--- src/rtl/serializer_pkg.sv ---
// Shared types and helpers for the bit serializer: FSM state encoding,
// counter sizing and the bit-order selection used by the shift register.
package serializer_pkg;

    typedef enum logic {
        S_IDLE  = 1'b0,
        S_SHIFT = 1'b1
    } state_e;

    localparam int MAX_WIDTH     = 32;
    localparam int IDX_W         = $clog2(MAX_WIDTH);
    localparam int DEFAULT_WIDTH = 8;
    localparam int DEFAULT_CNT_W = $clog2(DEFAULT_WIDTH);

    function automatic int cnt_width(input int width);
        return (width > 1) ? $clog2(width) : 1;
    endfunction

    // Bit that leaves the shifter next, given the word's width and bit order.
    function automatic logic next_bit(input logic [MAX_WIDTH-1:0] word,
                                      input int                   width,
                                      input logic                 msb_first);
        return msb_first ? word[IDX_W'(width - 1)] : word[0];
    endfunction

endpackage

--- src/rtl/piso_shift_reg.sv ---
// WIDTH-bit parallel-load / serial-shift register; MSB_FIRST selects which
// end of the word leaves first.
module piso_shift_reg
    import serializer_pkg::*;
#(
    parameter int WIDTH     = 8,
    parameter bit MSB_FIRST = 1'b1
) (
    input  logic             clk,
    input  logic             load_i,
    input  logic             shift_i,
    input  logic [WIDTH-1:0] data_i,
    output logic             bit_o
);

    logic [WIDTH-1:0]     sreg_q;
    logic [WIDTH-1:0]     sreg_d;
    logic [MAX_WIDTH-1:0] sreg_ext;

    always_comb begin
        sreg_d = sreg_q;
        if (load_i) begin
            sreg_d = data_i;
        end else if (shift_i) begin
            if (MSB_FIRST) sreg_d = {sreg_q[WIDTH-2:0], 1'b0};
            else           sreg_d = {1'b0, sreg_q[WIDTH-1:1]};
        end
    end

    // NOTE: pure datapath, no reset -- the owner's FSM masks the contents until a load.
    always_ff @(posedge clk) begin
        sreg_q <= sreg_d;
    end

    assign sreg_ext = MAX_WIDTH'(sreg_q);
    assign bit_o    = next_bit(sreg_ext, WIDTH, MSB_FIRST);

endmodule

--- src/rtl/bit_serializer.sv ---
// Parallel-to-serial front end: valid/ready word input, one bit per clock out,
// with a one-word holding register so consecutive words stream without gaps.
module bit_serializer
    import serializer_pkg::*;
#(
    parameter int WIDTH      = 8,
    parameter bit MSB_FIRST  = 1'b1,
    parameter bit IDLE_LEVEL = 1'b0
) (
    input  logic             clk,
    input  logic             restn,
    input  logic [WIDTH-1:0] data_in,
    input  logic             data_valid,
    output logic             data_ready,
    output logic             serial_out,
    output logic             serial_valid,
    output logic             first_bit,
    output logic             busy
);

    localparam int              CNT_W    = cnt_width(WIDTH);
    localparam logic [CNT_W-1:0] CNT_LAST = CNT_W'(WIDTH - 1);

    state_e             state_q, state_d;
    logic [CNT_W-1:0]   cnt_q, cnt_d;
    logic               hold_full_q, hold_full_d;
    logic [WIDTH-1:0]   hold_q, hold_d;

    logic               accept;
    logic               sh_load, sh_shift, sh_bit;
    logic [WIDTH-1:0]   sh_data;

    assign data_ready = !hold_full_q;
    assign accept     = data_valid && data_ready;

    // NOTE: every always_comb output gets a default first so no path infers a latch.
    always_comb begin
        state_d     = state_q;
        cnt_d       = cnt_q;
        hold_full_d = hold_full_q;
        hold_d      = hold_q;
        sh_load     = 1'b0;
        sh_shift    = 1'b0;
        sh_data     = data_in;

        unique case (state_q)
            S_IDLE: begin
                if (accept) begin
                    sh_load = 1'b1;
                    cnt_d   = '0;
                    state_d = S_SHIFT;
                end
            end
            S_SHIFT: begin
                if (cnt_q != CNT_LAST) begin
                    sh_shift = 1'b1;
                    cnt_d    = cnt_q + CNT_W'(1);
                    if (accept) begin
                        hold_d      = data_in;
                        hold_full_d = 1'b1;
                    end
                end else if (hold_full_q) begin
                    // Held word follows the last bit directly, keeping the stream gapless.
                    sh_load     = 1'b1;
                    sh_data     = hold_q;
                    hold_full_d = 1'b0;
                    cnt_d       = '0;
                end else if (accept) begin
                    sh_load = 1'b1;
                    cnt_d   = '0;
                end else begin
                    cnt_d   = '0;
                    state_d = S_IDLE;
                end
            end
            default: state_d = S_IDLE;
        endcase
    end

    // NOTE: sequential state uses non-blocking assignments only.
    always_ff @(posedge clk or negedge restn) begin
        if (!restn) begin
            state_q     <= S_IDLE;
            cnt_q       <= '0;
            hold_full_q <= 1'b0;
        end else begin
            state_q     <= state_d;
            cnt_q       <= cnt_d;
            hold_full_q <= hold_full_d;
        end
    end

    always_ff @(posedge clk) begin
        hold_q <= hold_d;
    end

    piso_shift_reg #(
        .WIDTH     (WIDTH),
        .MSB_FIRST (MSB_FIRST)
    ) u_shift (
        .clk     (clk),
        .load_i  (sh_load),
        .shift_i (sh_shift),
        .data_i  (sh_data),
        .bit_o   (sh_bit)
    );

    assign serial_valid = (state_q == S_SHIFT);
    assign first_bit    = serial_valid && (cnt_q == '0);
    assign serial_out   = serial_valid ? sh_bit : IDLE_LEVEL;
    assign busy         = serial_valid || hold_full_q;

endmodule

--- config.mk ---
export PLATFORM = sky130hd
export DESIGN_NAME = bit_serializer
export DESIGN_NICKNAME = d
export VERILOG_FILES = /design/src/rtl/serializer_pkg.sv /design/src/rtl/piso_shift_reg.sv /design/src/rtl/bit_serializer.sv
export SDC_FILE = /design/constraint.sdc
export NUM_CORES = 1
export LEC_CHECK = 0
export BUFFER_PORTS_ARGS = -buffer_cell sky130_fd_sc_hd__buf_2
export CAP_MARGIN = 5
export CORE_MARGIN = 8
export CORE_UTILIZATION = 30
export DETAILED_ROUTE_END_ITERATION = 12
export GPL_ROUTABILITY_DRIVEN = 0
export HOLD_SLACK_MARGIN = 0.1
export SYNTH_ARGS = -nofsm -noshare
export SYNTH_HDL_FRONTEND = slang
export SYNTH_SLANG_ARGS = --single-unit
--- constraint.sdc ---
create_clock -name clk -period 3.8 [get_ports clk]
set_input_delay 0.38 -clock clk [delete_from_list [all_inputs] [get_ports clk]]
set_output_delay 0.38 -clock clk [all_outputs]
set_load 0.005 [all_outputs]
==> metrics.md <==
| Metric | Value |
|---|---|
| Outcome | `finished clean` |
| Max incr delay on CP | `0.64 ns` |
| # port buffers | `15` |
| Area Overhead vs Synth | `11.2%` |
| Ant. Diodes | `0` |
| Crit path cell chain | `ha_1 -> ha_1 -> nand2b_1 -> nor2_1` |
| Net Sw Power | `0.414 mW` |
| Slew Viols, Final | `0` |
| Initial Utilization | `0.313` |
| Storage cell area | `606 sq um` |
| DRT iter0 DRCs | `42` |
| Largest cells by area after synthesis | `edfxtp_1 (42%), dfrtp_1 (11%), a211oi_2 (6.5%), ha_1 (4.3%), nand2b_1 (4.3%)` |
| Max Cap Violations | `0` |
| Fin crit period | `2.28 ns` |
| Initial antenna violation count | `0` |
| FP Rows | `22` |
| Reg power frac | `0.421` |
| Post-Synthesis Cells | `between 100 and 150` |
| Reg2reg path depth | `4` |
| Layout cells sized above 1 | `0.237` |
| Clock Power Share | `0.141` |
| Levels on crit path | `4` |
| Multi-input logic area | `between 400 and 500 sq um` |
| Global-route wire length before repair | `between 4000 and 5000 um` |
| Root Driver | `clkbuf_8` |
| Sequential element share of the synthesized area | `0.524` |
| Comb pwr share | `0.438` |
| DP HPWL | `1650 um` |
| R2r setup slk | `roughly 1.5 ns` |
| Family with the most delay on the worst path | `simple AND/OR/NAND/NOR gates` |
| Via count | `838` |
| Avg Inst Size Synth | `about 11 sq um` |
| Buf/Inv on CP | `0` |
| Rel. slew slack | `0.524` |
| Via density | `slightly above 5` |
| P_leak | `0.479 nW` |
| Post-synth top cells | `edfxtp_1 (16), a21oi_1 (9), nand2_1 (8), nand2b_1 (8), nor3_1 (8)` |
| Syn nets | `121` |
| Post-synth cell types | `29` |
| Clk slew on worst S/H paths | `0.07 ns` |
| Async SR Flop Fraction | `0.238` |
| Peak supply drop | `0.266 mV` |
| CTS tree | `yes` |
| Internal power | `0.632 mW` |
| Final hold vios | `0` |
| Arrival time at the worst endpoint | `~2.2 ns` |
| Gr usage total | `0.0841` |
| WL final | `2450 um` |
| Die area | `0.00609 sq mm` |
| Routed Antenna Nets | `0` |
| CP endpoint kind | `register` |
| Overall Power | `1.05 mW` |
| Startpoint Class | `register` |
| Largest net degree at the start of global routing | `24` |
| Sink Count | `21` |
| Slowest CP cell | `nor2_1` |
| Sw Ratio | `0.396` |
| PwrDens | `814 mW/mm^2` |
| CORE AREA | `0.00369 sq mm` |
| Post-route DRC | `0` |
| Critical path type | `reg -> reg` |
| Hold Path Cell Cnt | `1` |
| Most common cell in the netlist | `edfxtp_1` |
| DRT Pass-1 Iters | `4` |
| Final Setup Violations | `0` |
| Mapped Area | `0.00115 sq mm` |
| Die width | `78.0 um` |
| DIE HEIGHT | `just under 80 um` |
| Final WS setup | `between 1.5 and 2 ns` |
| Number of global-route vias before repair | `835` |
| CTS Buf Count | `3` |
| Hold crit path type | `in -> reg` |
| Drt wl/cell | `14.7 um` |
| FILL cells | `398` |
| Skew-Pair Late Insertion Delay | `0.26 ns` |
| Setup WS pre-CTS | `1.51 ns` |
| Least-Margin Pin Slew | `0.711 ns` |
| Yosys top cell by area | `edfxtp_1` |
| Synth warnings | `0` |
| FF+latch count, synth | `21` |
| Max Fanout on Critical Path | `11` |
| Most used DFF post-synth | `edfxtp_1` |
| Fin crit share | `0.600` |
| CP dominant cell by count | `ha_1` |
| Number of nets at the end of the flow | `134` |
| Crit path required time | `3.70 ns` |
| Clock Tree Buf Depth | `2` |
| Maximum clock frequency | `about 440 MHz` |
| Htree depth | `1` |
| Unrepaired setup endpoints after global routing | `no` |
| Post-synth EDFFs | `16` |
| Total congestion overflow | `0` |
| # IOs | `16` |
| Clock Skew | `0.00296 ns` |
| Top cell type's share of synthesized area | `0.416` |
| Total negative slack | `0 ns` |
[logic make-up after synthesis]
group	Yosys count	synth area share
simple gates	33	0.150
compound gates	35	0.207
mux	1	0.00867
flops	21	0.524
fa+ha+maj	4	0.0433
buf+inv	12	0.0672
[worst reg2reg max path, delay by kind of cell, from the launching register on]
| kind | cells | cell delay, ns |
|---|---|---|
| AND/OR/NAND/NOR | 2 | 0.98 |
| adder cells (fa/ha/maj) | 2 | 0.54 |
| flip-flops | 1 | 0.39 |
[registers in the layout, indices dropped and copies added (netlist names)]
name / count
u_shift.sreg_q: 8
hold_q: 8
hold_full_q: 1
serial_valid: 1
cnt_q: 3
[worst paths after layout]
path,from,to
worst max-delay path,cnt_q[0]$_DFFE_PN0P_,hold_q[7]$_DFFE_PP_
worst min-delay path,data_in[0],hold_q[0]$_DFFE_PP_
worst max register to register,cnt_q[0]$_DFFE_PN0P_,hold_q[7]$_DFFE_PP_
worst min register to register,cnt_q[1]$_DFFE_PN0P_,cnt_q[1]$_DFFE_PN0P_
max in group asynchronous,restn,hold_full_q$_DFFE_PN0P_
min in group asynchronous,restn,cnt_q[0]$_DFFE_PN0P_
[power groups by stage]
stage                     registers, mW  clock network [mW]  logic [mW]
after floorplan                   0.408                   0       0.406
after global placement            0.442                   0       0.449
after detailed placement          0.444                   0       0.457
after CTS                         0.439               0.151       0.464
after global routing              0.456               0.162       0.520
final                             0.441               0.147       0.458
[per-layer routing]
| layer | GRT usage | routed length, um | vias to the layer above |
|---|---|---|---|
| li1 | - | - | 411 |
| met1 | 0.111 | 1150 | 407 |
| met2 | 0.131 | 1190 | 16 |
| met3 | 0.0114 | 58 | 4 |
| met4 | 0.0444 | 52 | 0 |
| met5 | 0 | 0 | - |
[timing repair]
item / 4_1_cts / 5_1_grt
hold buffers: 1 / 0
endpoints found under the hold margin: 5 / 0
gates resized for setup: 0 / 0
setup buffers: 0 / 0
[layout by cell type, fill, tap and decap left out, types with 3 or more instances in the layout]
| cell type | netlist | routed |
|---|---|---|
| edfxtp_1 | 16 | 16 |
| ha_1 | 4 | 4 |
| nand2_1 | 8 | 8 |
| buf_2 | 2 | 15 |
| nor2_1 | 3 | 3 |
| dfrtp_1 | 5 | 5 |
| a211oi_2 | 6 | 6 |
| nand2b_1 | 8 | 8 |
| o21ai_0 | 4 | 4 |
| nor3_1 | 8 | 8 |
| inv_1 | 4 | 4 |
| a21oi_1 | 9 | 9 |
| o21ai_1 | 6 | 6 |
| clkbuf_8 | 1 | 3 |
| o22ai_1 | 7 | 7 |
[area by class of cell]
| type | count | area share |
|---|---|---|
| flip-flops and latches | 21 | 0.472 |
| multi-input cells | 73 | 0.367 |
| repair buffers | 16 | 0.0663 |
| well taps | 48 | 0.0468 |
| clock buffers | 3 | 0.0322 |
| inverters | 4 | 0.0117 |
| clock inverters | 1 | 0.00390 |
[metrics by stage]
stage	hold WS (ns)	cells	cell area [sq um]	utilization
after floorplan	0.0844	106	1150	-
after global placement	0.197	161	1230	0.333
after detailed placement	0.203	161	1230	0.333
after CTS	0.309	166	1280	0.348
after global routing	0.314	166	1280	0.348
final	0.309	166	1280	0.348
Power figures use the tool's default switching activity.
